### src/rtl/usr_pkg.sv
// Shared constants for the universal shift register: mode codes, burst FSM
// state encoding and burst direction values.
package usr_pkg;

  localparam logic [2:0] M_HOLD = 3'b000;
  localparam logic [2:0] M_SHR  = 3'b001;
  localparam logic [2:0] M_SHL  = 3'b010;
  localparam logic [2:0] M_LOAD = 3'b011;
  localparam logic [2:0] M_ROTR = 3'b100;
  localparam logic [2:0] M_ROTL = 3'b101;
  localparam logic [2:0] M_ASHR = 3'b110;
  localparam logic [2:0] M_ZERO = 3'b111;

  localparam logic [0:0] S_IDLE  = 1'b0;
  localparam logic [0:0] S_SHIFT = 1'b1;

  localparam logic DIR_R = 1'b0;
  localparam logic DIR_L = 1'b1;

endpackage

### src/rtl/usr_burst_ctl.sv
// Burst engine: on an accepted START, requests min(BLEN, WIDTH) shifts in the
// captured direction, then pulses done for one cycle.
module usr_burst_ctl
  import usr_pkg::*;
#(
  parameter int WIDTH = 8,
  parameter int CW    = $clog2(WIDTH + 1)
) (
  input  logic          clk,
  input  logic          clr,
  input  logic          start,
  input  logic          bdir,
  input  logic [CW-1:0] blen,
  output logic          take,
  output logic          shift_en,
  output logic          dir,
  output logic          done,
  output logic [0:0]    state
);

  logic [0:0]    state_q, state_d;
  logic [CW-1:0] cnt_q, cnt_d;
  logic          dir_q, dir_d;
  logic          done_q, done_d;

  // START is a single-cycle request with no ready: it is taken only when idle
  // and BLEN is non-zero; otherwise it is dropped and the caller's MODE applies.
  assign take = (state_q == S_IDLE) && start && (blen != '0);

  always_comb begin
    state_d = state_q;
    cnt_d   = cnt_q;
    dir_d   = dir_q;
    done_d  = 1'b0;
    case (state_q)
      S_IDLE: begin
        if (take) begin
          state_d = S_SHIFT;
          dir_d   = bdir;
          cnt_d   = (blen > CW'(WIDTH)) ? CW'(WIDTH) : blen;
        end
      end
      S_SHIFT: begin
        cnt_d = cnt_q - CW'(1);
        // Exit on the last shift so the counter never wraps below zero.
        if (cnt_q == CW'(1)) begin
          state_d = S_IDLE;
          done_d  = 1'b1;
        end
      end
      default: state_d = S_IDLE;
    endcase
  end

  always_ff @(posedge clk) begin
    if (clr) begin
      state_q <= S_IDLE;
      cnt_q   <= '0;
      dir_q   <= DIR_R;
      done_q  <= 1'b0;
    end else begin
      state_q <= state_d;
      cnt_q   <= cnt_d;
      dir_q   <= dir_d;
      done_q  <= done_d;
    end
  end

  assign shift_en = (state_q == S_SHIFT);
  assign dir      = dir_q;
  assign done     = done_q;
  assign state    = state_q;

endmodule

### src/rtl/univ_shift_reg_n.sv
// WIDTH-bit universal shift register with eight idle-time modes and an
// autonomous multi-position burst shift.
module univ_shift_reg_n
  import usr_pkg::*;
#(
  parameter int WIDTH = 8,
  parameter int CW    = $clog2(WIDTH + 1)
) (
  input  logic             clk,
  input  logic             CLR,
  input  logic [2:0]       MODE,
  input  logic [WIDTH-1:0] D,
  input  logic             LIN,
  input  logic             RIN,
  input  logic             START,
  input  logic             BDIR,
  input  logic [CW-1:0]    BLEN,
  output logic [WIDTH-1:0] Q,
  output logic             SOUT_R,
  output logic             SOUT_L,
  output logic             BUSY,
  output logic             DONE
);

  logic [WIDTH-1:0] q_q, q_d;
  logic             take;
  logic             shift_en;
  logic             dir;
  logic [0:0]       burst_state;

  usr_burst_ctl #(
    .WIDTH(WIDTH),
    .CW   (CW)
  ) u_burst_ctl (
    .clk     (clk),
    .clr     (CLR),
    .start   (START),
    .bdir    (BDIR),
    .blen    (BLEN),
    .take    (take),
    .shift_en(shift_en),
    .dir     (dir),
    .done    (DONE),
    .state   (burst_state)
  );

  // A running burst owns the register; on the accepting edge Q just holds.
  always_comb begin
    q_d = q_q;
    if (shift_en) begin
      q_d = (dir == DIR_L) ? {q_q[WIDTH-2:0], LIN} : {RIN, q_q[WIDTH-1:1]};
    end else if (!take) begin
      case (MODE)
        M_HOLD:  q_d = q_q;
        M_SHR:   q_d = {RIN, q_q[WIDTH-1:1]};
        M_SHL:   q_d = {q_q[WIDTH-2:0], LIN};
        M_LOAD:  q_d = D;
        M_ROTR:  q_d = {q_q[0], q_q[WIDTH-1:1]};
        M_ROTL:  q_d = {q_q[WIDTH-2:0], q_q[WIDTH-1]};
        M_ASHR:  q_d = {q_q[WIDTH-1], q_q[WIDTH-1:1]};
        M_ZERO:  q_d = '0;
        default: q_d = q_q;
      endcase
    end
  end

  always_ff @(posedge clk) begin
    if (CLR) begin
      q_q <= '0;
    end else begin
      q_q <= q_d;
    end
  end

  assign Q      = q_q;
  assign SOUT_R = q_q[0];
  assign SOUT_L = q_q[WIDTH-1];
  assign BUSY   = (burst_state == S_SHIFT);

endmodule

### config.mk
export PLATFORM = sky130hd
export DESIGN_NAME = univ_shift_reg_n
export DESIGN_NICKNAME = d
export VERILOG_FILES = /design/src/rtl/usr_pkg.sv /design/src/rtl/usr_burst_ctl.sv /design/src/rtl/univ_shift_reg_n.sv
export SDC_FILE = /design/constraint.sdc
export NUM_CORES = 1
export LEC_CHECK = 0
export ABC_CLOCK_PERIOD_IN_PS = 4350
export CAP_MARGIN = 30
export CORE_MARGIN = 1.5
export CORE_UTILIZATION = 40
export CTS_CLUSTER_SIZE = 16
export DETAILED_ROUTE_END_ITERATION = 8
export PLACE_DENSITY = 0.7
export SYNTH_ARGS = -nofsm -noshare
export SYNTH_HDL_FRONTEND = slang
export SYNTH_HIERARCHICAL = 1
export SYNTH_SLANG_ARGS = --single-unit
### constraint.sdc
create_clock -name clk -period 4.35 [get_ports clk]
set_input_delay 0.87 -clock clk [delete_from_list [all_inputs] [get_ports clk]]
set_output_delay 0.87 -clock clk [all_outputs]
set_load 0.1 [all_outputs]
==> results of run 1 <==
==> worst min path at each step <==
stage | to | cells after the start
finish | u_burst_ctl/cnt_q[0] | 2
global route | u_burst_ctl/cnt_q[0] | 2
CTS | u_burst_ctl/cnt_q[0] | 2
detailed placement | u_burst_ctl/cnt_q[0] | 2
global placement | u_burst_ctl/cnt_q[0] | 2
floorplan | u_burst_ctl/cnt_q[0] | 2
==> placed cells by master (no fill, tap or decap), types with 2 or more instances in the layout <==
| master | instances |
|---|---|
| clkbuf_4 | 3 |
| nand2b_1 | 4 |
| ha_1 | 2 |
| nor2b_1 | 2 |
| nand2_1 | 10 |
| a32o_1 | 7 |
| a221oi_1 | 6 |
| a31oi_1 | 3 |
| o211ai_1 | 6 |
| a21oi_1 | 5 |
| o21ai_1 | 7 |
| nand3_1 | 5 |
| nor3b_1 | 3 |
| nor2_1 | 5 |
| dfxtp_1 | 15 |
| clkdlybuf4s50_1 | 32 |
| nor3_1 | 2 |
| nor4bb_1 | 2 |
| mux2i_1 | 4 |
| inv_1 | 11 |
==> cells in the mapped netlist (2+ instances only) <==
library cell	number
nor2_1	5
nor3_1	2
nor3b_1	3
a31oi_1	3
dfxtp_1	15
nand2b_1	4
nand2_1	10
buf_2	2
ha_1	2
buf_6	2
clkbuf_1	2
o21ai_1	7
a32o_1	7
mux2i_1	4
a21oi_1	5
nand3_1	5
a221oi_1	6
buf_4	3
o211ai_1	6
inv_1	11
nor4bb_1	2
nor2b_1	2
==> stage by stage <==
stage	worst slack (ps)	cell area, um2
after floorplan	2060	1080
after CTS	935	1400
final	926	1400
after global routing	765	1400
after global placement	1290	1370
after detailed placement	1250	1370
==> power by group through the flow <==
stage,Clock [mW],Sequential [mW],Combinational [mW]
finish,0.0841,0.175,0.193
global route,0.0924,0.179,0.206
CTS,0.0866,0.174,0.193
detailed placement,0,0.178,0.193
global placement,0,0.177,0.192
floorplan,0,0.221,0.0973
==> cells by family (layout without fill, tap and decap cells) <==
| logic type | Yosys count | after routing |
|---|---|---|
| buffers and inverters | 21 | 47 |
| XOR/XNOR | 1 | 1 |
| adder cells (fa/ha/maj) | 2 | 2 |
| AO/OA/AOI/OAI | 44 | 44 |
| multiplexers | 6 | 6 |
| AND/OR/NAND/NOR | 39 | 39 |
| flip-flops | 15 | 15 |
==> area by class of cell <==
| class | count | area (um2) | share of cell area (%) |
|---|---|---|---|
| Sequential cell | 15 | 300 | 21.5 |
| Clock buffer | 3 | 22.5 | 1.61 |
| Inverter | 11 | 41.3 | 2.95 |
| Clock inverter | 1 | 5.00 | 0.358 |
| Timing Repair Buffer | 32 | 320 | 22.9 |
| Tap cell | 30 | 37.5 | 2.69 |
| Multi-Input combinational cell | 92 | 671 | 48.0 |
==> sequential cells by signal (all words and copies together) (netlist names) <==
| signal | flops |
|---|---|
| Q | 8 |
| u_burst_ctl/cnt_q | 4 |
| u_burst_ctl/dir | 1 |
| u_burst_ctl/done | 1 |
| u_burst_ctl/shift_en | 1 |
==> layer usage <==
layer  track usage (%)  wire length, um  vias up
met3              4.03               97        2
met4              6.10               19        0
li1                  -                -      535
met5                 0                0        -
met1              27.2             1250      510
met2              31.3             1250       29
==> metrics.md, run 1 <==
| Metric | Value |
|---|---|
| R2R Path Start | u_burst_ctl/shift_en |
| Worst Skew | 1.62 ps |
| Post-synth EDFFs | 0 |
| Worst Setup EP | BUSY |
| Unique cell type count in the Yosys netlist | 42 |
| Synthesized area | 1080 um2 |
| Root Buffer | clkbuf_4 |
| Post-synth top area cell | dfxtp_1 |
| H-tree Lvls | 1 |
| Vias per Instance | 5.85 |
| Port bufs | 32 |
| Io pins | 33 |
| Total Routing Usage GR | 19.8% |
| Core box area | 2520 um2 |
| CTS buffer count | 3 |
| DRT iter0 DRCs | 22 |
| CP Capture Type | output pin |
| Worst VDD drop | 0.000250 V |
| Critical-path maximum fanout | 30 |
| Async S/R FF share, synth | 0% |
| Post-route insts no fill | 184 |
| Crit path DAT | 2550 ps |
| Status | finished clean |
| Synth top area cells | dfxtp_1 28%, a32o_1 6.5%, a221oi_1 4.9% |
| GPL Wtd Cong | 0.802 |
| TritonCTS clock tree | yes |
| Area Overhead vs Synth | 29.4% |
| Global-route wire length before repair | 4.30 mm |
| Filler instances | 245 |
| Clock slew at reported path FFs | 100 ps |
| DRT Pass-1 Iters | 4 |
| Setup violators final | 0 |
| Avg Inst Size Synth | 8.44 um2 |
| R2R Path End | Q[5] |
| Die H | 55.0 um |
| #FFs+latches synth | 15 |
| Bufs and invs on worst path | 1 |
| CP peak stage delay | 1290 ps |
| Synth Flop Type | dfxtp_1 |
| Post-Synth Simple-Gate Area | 20.4% |
| Die Area | 3020 um2 |
| Placed instance count | 180 |
| Hold slack | 515 ps |
| Int Power | 0.254 mW |
| Final core utilization | 55.4% |
| Syn Nets | 151 |
| Clock power share | 18.6% |
| Drt wl/cell | 14.2 um |
| Total number of vias | 1076 |
| Period utilization | 78.7% |
| Leak | 0.470 nW |
| Worst Max-Slew Pin Slew | 970 ps |
| Tot Pwr | 0.452 mW |
| Startpoint Class | flip-flop |
| Top-area cell type share of the netlist area | 27.8% |
| GR Overflow Total | 0 |
| Max-slew violations | 0 |
| Combinational family with the most area after synthesis | compound AO/OA/AOI/OAI gates |
| Post-route ant nets | 0 |
| Setup Buffers After CTS | 0 |
| Multiplexer share of the synthesized area | 6.03% |
| RSZ-0062 raised after global routing | no |
| Largest net degree at the start of global routing | 31 |
| DRC | 0 |
| Max cap viols | 0 |
| Slew HR | 35.1% |
| Skew-Pair Late Insertion Delay | 290 ps |
| Crit path kind | flip-flop to output pin |
| Syn. warnings | 6 |
| Cell Pwr Density | 323 nW/um2 |
| HP Class | flip-flop to flip-flop |
| Post-Synth Adder-Cell Area | 2.32% |
| # rows | 18 |
| R2r worst-path depth | 4 |
| Nets | 178 |
| Levels on crit path | 1 |
| WL final | 2.61 mm |
| CP Launch Point | u_burst_ctl/shift_en |
| Sw Pwr | 0.198 mW |
| FMAX | 292 MHz |
| Net Sw Frac | 43.7% |
| Seq/Total Area, Yosys | 27.8% |
| Comb pwr share | 42.7% |
| Clock sink count | 15 |
| Synth Area in Compound Gates | 32.6% |
| Fin Setup TNS | 0 ps |
| HP Start | u_burst_ctl/cnt_q[0] |
| Crit-path cells | clkdlybuf4s50_1 |
| Vias in the first global route | 949 |
| Xor-xnor portion of the synthesized cell area | 0.811% |
| Critical path's slowest cell | clkdlybuf4s50_1 |
| CP Data Required Time | 3480 ps |
| ANT cells | 0 |
| # hold bufs at CTS | 0 |
| Reg-to-reg setup timing slack | 2410 ps |
| Initial Util | 42.8% |
| Sequential Power Share | 38.7% |
| Longest Clk Path Bufs | 2 |
| Die Span X | 55.0 um |
| Post_cts resized | 0 |
| Minimum period implied by the final worst setup slack | 3420 ps |
| HPWL after detailed placement | 1.91 mm |
| Number of antenna violations at the first check in global routing | 0 |
| Mapped Cells | 128 |
| Fraction of layout instances using a drive strength above 1 | 6.49% |
| Fin. Hold Viols | 0 |
| Crit path max-delay family | buffers and inverters |
Note: power is estimated with default switching activity, not from simulation.
==> run 2, diff against run 1 <==
--- a/config.mk
+++ b/config.mk
@@ -5,13 +5,13 @@
 export SDC_FILE = /design/constraint.sdc
 export NUM_CORES = 1
 export LEC_CHECK = 0
-export ABC_CLOCK_PERIOD_IN_PS = 4350
+export ABC_CLOCK_PERIOD_IN_PS = 3100
 export CAP_MARGIN = 30
 export CORE_MARGIN = 1.5
 export CORE_UTILIZATION = 40
 export CTS_CLUSTER_SIZE = 16
 export DETAILED_ROUTE_END_ITERATION = 8
-export PLACE_DENSITY = 0.7
+export PLACE_DENSITY = 0.73
 export SYNTH_ARGS = -nofsm -noshare
 export SYNTH_HDL_FRONTEND = slang
 export SYNTH_HIERARCHICAL = 1
==> constraint.sdc (replaced) <==
create_clock -name clk -period 3.1 [get_ports clk]
set_input_delay 0.62 -clock clk [delete_from_list [all_inputs] [get_ports clk]]
set_output_delay 0.62 -clock clk [all_outputs]
set_load 0.1 [all_outputs]
==> run 2 against run 1 <==
Compared with the run above: flip-flop and latch count unchanged; worst setup slack worse by 170 ps; first-iteration DRC count up 14%; sequential power up 41%; wire length down 0.69%; power up 39%; die area unchanged; via count down 4.5%.
==> metrics.md, run 2 (synthesis gave the netlist of run 1 again) <==
| Metric | Value |
|---|---|
| Status | finished clean (unchanged) |
| HP Class | flip-flop to flip-flop (unchanged) |
| CP Capture Type | output pin (unchanged) |
| Post-route ant nets | 0 (unchanged) |
| R2R Path Start | u_burst_ctl/shift_en (unchanged) |
| Worst Max-Slew Pin Slew | 1010 ps (was 970 ps) |
| Leak | 0.491 nW (was 0.470 nW) |
| RSZ-0062 raised after global routing | no (unchanged) |
| Die H | 55.0 um (unchanged) |
| Max-slew violations | 0 (unchanged) |
| Crit path DAT | 1730 ps (was 2550 ps) |
| Critical path's slowest cell | dfxtp_1 (was clkdlybuf4s50_1) |
| FMAX | 426 MHz |
| Global-route wire length before repair | 3.97 mm (was 4.30 mm) |
| Final worst setup slack | 754 ps (was 926 ps) |
| Crit-path cells | buf_4 (was clkdlybuf4s50_1) |
| Crit path max-delay family | flip-flops (was buffers and inverters) |
| Fin. Hold Viols | 0 (unchanged) |
| Placement-stage worst setup slack | 679 ps (was 1250 ps) |
| Most common cell after layout, fill and taps aside | clkdlybuf4s50_1 (unchanged) |
| Setup Buffers After CTS | 0 (unchanged) |
| GPL Wtd Cong | 0.779 (was 0.802) |
| Period utilization | 75.7% |
| Startpoint Class | flip-flop (unchanged) |
| Initial Util | 42.8% (unchanged) |
| Area Overhead vs Synth | 26.7% (was 29.4%) |
| Critical-path maximum fanout | 30 (unchanged) |
| HPWL after detailed placement | 1.93 mm (was 1.91 mm) |
| Root Buffer | clkbuf_4 (unchanged) |
| Bufs and invs on worst path | 1 (unchanged) |
| Io pins | 33 (unchanged) |
| HP Start | u_burst_ctl/cnt_q[0] (unchanged) |
| Reg-to-reg setup timing slack | 1170 ps (was 2410 ps) |
| DRT Pass-1 Iters | 4 (unchanged) |
| Fin Setup TNS | 0 ps (unchanged) |
| Skew-Pair Late Insertion Delay | 290 ps (about the same) |
| R2R Path End | Q[2] (was Q[5]) |
| Drt wl/cell | 14.1 um (was 14.2 um) |
| Nets | 178 (unchanged) |
| H-tree Lvls | 1 (unchanged) |
| Post_cts resized | 0 (unchanged) |
| Number of antenna violations at the first check in global routing | 0 (unchanged) |
| Top Layer Used | met4 (unchanged) |
| Minimum period implied by the final worst setup slack | 2350 ps |
| CTS buffer count | 3 (unchanged) |
| Met1 wire length | 1.23 mm (was 1.25 mm) |
| Max cap viols | 0 (unchanged) |
| Clock sink count | 15 (unchanged) |
| TritonCTS clock tree | yes (unchanged) |
| Crit path kind | flip-flop to output pin (unchanged) |
| Worst Skew | 6.56 ps (was 1.62 ps) |
| Total Routing Usage GR | 18.2% (was 19.8%) |
| Hold path endpoint | u_burst_ctl/cnt_q[0] (unchanged) |
| Longest Clk Path Bufs | 2 (unchanged) |
| Setup violators final | 0 (unchanged) |
| DRC | 0 (unchanged) |
| Most frequent cells in the layout | 20 x clkdlybuf4s50_1, 15 x dfxtp_1, 12 x buf_4, 11 x inv_1, 10 x nand2_1 (was 32 x clkdlybuf4s50_1, 15 x dfxtp_1, 11 x inv_1, 10 x nand2_1) |
| Fraction of layout instances using a drive strength above 1 | 14.3% (was 6.49%) |
| CP Data Required Time | 2480 ps (was 3480 ps) |
| Worst VDD drop | 0.000284 V (was 0.000250 V) |
| Die Area | 3020 um2 (unchanged) |
| Vias in the first global route | 881 (was 949) |
| Slew HR | 32.8% (was 35.1%) |
| Detail Route met2 WL | 1.23 mm (was 1.25 mm) |
| ANT cells | 0 (unchanged) |
| Port bufs | 32 (unchanged) |
| CP peak stage delay | 1000 ps (was 1290 ps) |
| # hold bufs at CTS | 0 (unchanged) |
| Vias per Instance | 5.59 (was 5.85) |
| GR Overflow Total | 0 (unchanged) |
| Hold depth | 2 (unchanged) |
| Metal3 WL | 108 um (was 97 um) |
| Cell Pwr Density | 458 nW/um2 (was 323 nW/um2) |
| Max reg flops | 8 (unchanged) |
| DRT iter0 DRCs | 25 (was 22) |
| R2r worst-path depth | 4 (unchanged) |
| Die Span X | 55.0 um (unchanged) |
| Clock slew at reported path FFs | 100 ps (about the same) |
| Largest net degree at the start of global routing | 31 (unchanged) |
| # rows | 18 (unchanged) |
| Core box area | 2520 um2 (unchanged) |
| WL final | 2.60 mm (was 2.61 mm) |
| Total number of vias | 1028 (was 1076) |
run 2: area by class of cell:
cell class,instances,area (um2)
Clock buffer,3,22.5
Clock inverter,1,5.00
Fill cell,256,1150
Inverter,11,41.3
Multi-Input combinational cell,92,671
Sequential cell,15,300
Tap cell,30,37.5
Timing Repair Buffer,32,290
run 2: power breakdown:
group	switching (mW)	internal, mW
logic	0.173	0.0925
clock network	0.0672	0.0479
registers	0.0347	0.211
run 2: worst max path at each step:
stage                               from  endpoint  slack [ps]  cells after the start
finish              u_burst_ctl/shift_en      BUSY         750                      1
global route        u_burst_ctl/shift_en      BUSY         690                      1
CTS                 u_burst_ctl/shift_en      BUSY         770                      1
detailed placement               BLEN[0]      Q[2]         680                      6
global placement                 BLEN[0]      Q[4]         730                      6
floorplan                           Q[7]      Q[7]        1060                      1
run 2: stage by stage:
stage	power [mW]	utilization [%]	std cells	hold WS, ps	cell area [um2]
after floorplan	0.447	-	128	472	1080
after global routing	0.659	54.2	184	555	1370
after CTS	0.629	54.2	184	519	1370
after detailed placement	0.515	53.1	180	501	1340
after global placement	0.513	53.1	180	506	1340
final	0.627	54.2	184	522	1370
run 2: per-layer routing:
layer	up-vias	global-route usage, %
li1	532	-
met1	467	23.7
met2	27	30.4
met3	2	4.03
met4	0	4.88
met5	-	0
==> run 3, diff against run 2 <==
--- a/config.mk
+++ b/config.mk
@@ -5,13 +5,13 @@
 export SDC_FILE = /design/constraint.sdc
 export NUM_CORES = 1
 export LEC_CHECK = 0
-export ABC_CLOCK_PERIOD_IN_PS = 3100
+export ABC_CLOCK_PERIOD_IN_PS = 2300
 export CAP_MARGIN = 30
 export CORE_MARGIN = 1.5
 export CORE_UTILIZATION = 40
 export CTS_CLUSTER_SIZE = 16
 export DETAILED_ROUTE_END_ITERATION = 8
-export PLACE_DENSITY = 0.73
+export PLACE_DENSITY = 0.7
 export SYNTH_ARGS = -nofsm -noshare
 export SYNTH_HDL_FRONTEND = slang
 export SYNTH_HIERARCHICAL = 1
==> constraint.sdc (replaced) <==
create_clock -name clk -period 2.3 [get_ports clk]
set_input_delay 0.46 -clock clk [delete_from_list [all_inputs] [get_ports clk]]
set_output_delay 0.46 -clock clk [all_outputs]
set_load 0.1 [all_outputs]
==> run 3 against run 2 <==
Compared with the run above: global-route usage rose by 1.7 points; register-to-register slack got worse by 490 ps; cell area rose by 3.0%; die area did not move; sequential share of layout area fell by 0.64 points; core utilization rose by 1.6 points; via count rose by 5.4%; final cell count rose by 2.2%.
==> metrics.md, run 3 (synthesis gave the netlist of run 1 again) <==
| Metric | Value |
|---|---|
| WL final | 2.72 mm (was 2.60 mm) |
| Sw Pwr | 0.377 mW (was 0.275 mW) |
| Crit path kind | input pin to flip-flop (was flip-flop to output pin) |
| Sequential Power Share | 37.9% (was 39.2%) |
| Nets | 182 (was 178) |
| CP Capture Type | flip-flop (was output pin) |
| Worst VDD drop | 0.000390 V (was 0.000284 V) |
| Hold slack | 514 ps (was 522 ps) |
| Die Area | 3020 um2 (unchanged) |
| Crit-path cells | clkdlybuf4s50_1 > o41ai_4 > nor2_1 > nor2_1 > nor3_2 > a32o_1 (was buf_4) |
| Port bufs | 32 (unchanged) |
| # hold bufs at CTS | 0 (unchanged) |
| Longest Clk Path Bufs | 2 (unchanged) |
| Placed instance count | 184 (was 180) |
| Skew-Pair Late Insertion Delay | 280 ps (was 290 ps) |
| Final core utilization | 55.9% (was 54.2%) |
| Fraction of layout instances using a drive strength above 1 | 15.8% (was 14.3%) |
| Max reg flops | 8 (unchanged) |
| Critical path's slowest cell | clkdlybuf4s50_1 (was dfxtp_1) |
| FMAX | 532 MHz |
| Core box area | 2520 um2 (unchanged) |
| Clock sink count | 15 (unchanged) |
| Clock power share | 18.7% (was 18.4%) |
| ANT cells | 0 (unchanged) |
| Most common cell after layout, fill and taps aside | clkdlybuf4s50_1 (unchanged) |
| # rows | 18 (unchanged) |
| Die Span X | 55.0 um (unchanged) |
| H-tree Lvls | 1 (unchanged) |
| Startpoint Class | input pin (was flip-flop) |
| Clock slew at reported path FFs | 100 ps (about the same) |
| Worst Skew | 5.62 ps (was 6.56 ps) |
| TritonCTS clock tree | yes (unchanged) |
| DRT Pass-1 Iters | 4 (unchanged) |
| Number of antenna violations at the first check in global routing | 0 (unchanged) |
| Initial Util | 42.8% (unchanged) |
| CP Data Required Time | 2530 ps (was 2480 ps) |
| Period utilization | 81.8% |
| Crit path DAT | 2120 ps (was 1730 ps) |
| Int Power | 0.485 mW (was 0.352 mW) |
| Io pins | 33 (unchanged) |
| Most frequent CP cell | nor2_1 |
| Slew HR | 60.1% (was 32.8%) |
| Fin. Hold Viols | 0 (unchanged) |
| HPWL after detailed placement | 2.07 mm (was 1.93 mm) |
| Max cap viols | 0 (unchanged) |
| Net Sw Frac | 43.7% (was 43.9%) |
| Post-route cell area | 1410 um2 (was 1370 um2) |
| Leak | 0.511 nW (was 0.491 nW) |
| Dpl cell area | 1380 um2 (was 1340 um2) |
| Cell Pwr Density | 612 nW/um2 (was 458 nW/um2) |
| Minimum period implied by the final worst setup slack | 1880 ps |
| CTS buffer count | 3 (unchanged) |
| Critical-path maximum fanout | 7 (was 30) |
| GR Overflow Total | 0 (unchanged) |
| Fin Setup TNS | 0 ps (unchanged) |
| Vias per Instance | 5.76 (was 5.59) |
| Setup Buffers After CTS | 0 (unchanged) |
| HP Class | flip-flop to flip-flop (unchanged) |
| Max-slew violations | 0 (unchanged) |
| Total Routing Usage GR | 19.9% (was 18.2%) |
| Post-route ant nets | 0 (unchanged) |
| DRC | 0 (unchanged) |
| Largest net degree at the start of global routing | 18 (was 31) |
| Area Overhead vs Synth | 30.5% (was 26.7%) |
| DRT iter0 DRCs | 38 (was 25) |
| RSZ-0062 raised after global routing | no (unchanged) |
| Post_cts resized | 0 (unchanged) |
| Die H | 55.0 um (unchanged) |
| CP peak stage delay | 590 ps (was 1000 ps) |
| Worst Max-Slew Pin Slew | 598 ps (was 1010 ps) |
| Root Buffer | clkbuf_4 (unchanged) |
| Status | finished clean (unchanged) |
| Vias in the first global route | 986 (was 881) |
| GPL Wtd Cong | 0.818 (was 0.779) |
| Setup violators final | 0 (unchanged) |
| Comb pwr share | 43.4% (was 42.4%) |
| Total number of vias | 1083 (was 1028) |
| Post-route insts no fill | 188 (was 184) |
| Drt wl/cell | 14.5 um (was 14.1 um) |
| Global-route wire length before repair | 4.35 mm (was 3.97 mm) |
| Most frequent cells in the layout | 20 x clkdlybuf4s50_1, 15 x dfxtp_1, 15 x buf_4, 11 x inv_1, 10 x nand2_1 (was 20 x clkdlybuf4s50_1, 15 x dfxtp_1, 12 x buf_4, 11 x inv_1, 10 x nand2_1) |
==> run 3: power by group through the flow <==
| stage | clock network (mW) | registers [mW] | logic (mW) |
|---|---|---|---|
| 6_report | 0.162 | 0.327 | 0.374 |
| 5_1_grt | 0.180 | 0.332 | 0.399 |
| 4_1_cts | 0.164 | 0.327 | 0.375 |
| 3_5_place_dp | 0 | 0.333 | 0.374 |
| 3_3_place_gp | 0 | 0.331 | 0.370 |
| 2_1_floorplan | 0 | 0.419 | 0.184 |
==> run 3: layer usage <==
| layer | track usage [%] | up-vias | wire length (um) |
|---|---|---|---|
| met3 | 2.42 | 2 | 124 |
| met2 | 33.5 | 35 | 1300 |
| met5 | 0 | - | 0 |
| met4 | 6.10 | 0 | 27 |
| met1 | 26.5 | 506 | 1260 |
| li1 | - | 540 | - |
==> run 3: through the flow <==
step	worst slack [ps]	power [mW]
2_1_floorplan	416	0.603
3_3_place_gp	147	0.702
3_5_place_dp	112	0.707
4_1_cts	413	0.865
5_1_grt	329	0.910
6_report	419	0.863
==> run 3: critical path, delay by kind of cell <==
| family | cells | cell delay, ps |
|---|---|---|
| AOI/OAI and AO/OA | 2 | 290 |
| buffers and inverters | 1 | 590 |
| and+or+nand+nor | 3 | 770 |
==> run 3: cell type report <==
class	instances	area, um2
sequential	15	300
inverter	11	41.3
multi-input combinational	92	671
clock buffer	4	26.3
fill	258	1110
timing repair buffer	36	333
tap	30	37.5
==> run 3: final timing paths <==
| path | startpoint | to | slack (ps) | depth (start not counted) |
|---|---|---|---|---|
| min reg2reg | u_burst_ctl/cnt_q[0] | u_burst_ctl/cnt_q[0] | 510 | 2 |
| max | BLEN[3] | Q[2] | 420 | 6 |
| min | u_burst_ctl/cnt_q[0] | u_burst_ctl/cnt_q[0] | 510 | 2 |
| max reg2reg | u_burst_ctl/shift_en | Q[2] | 680 | 4 |
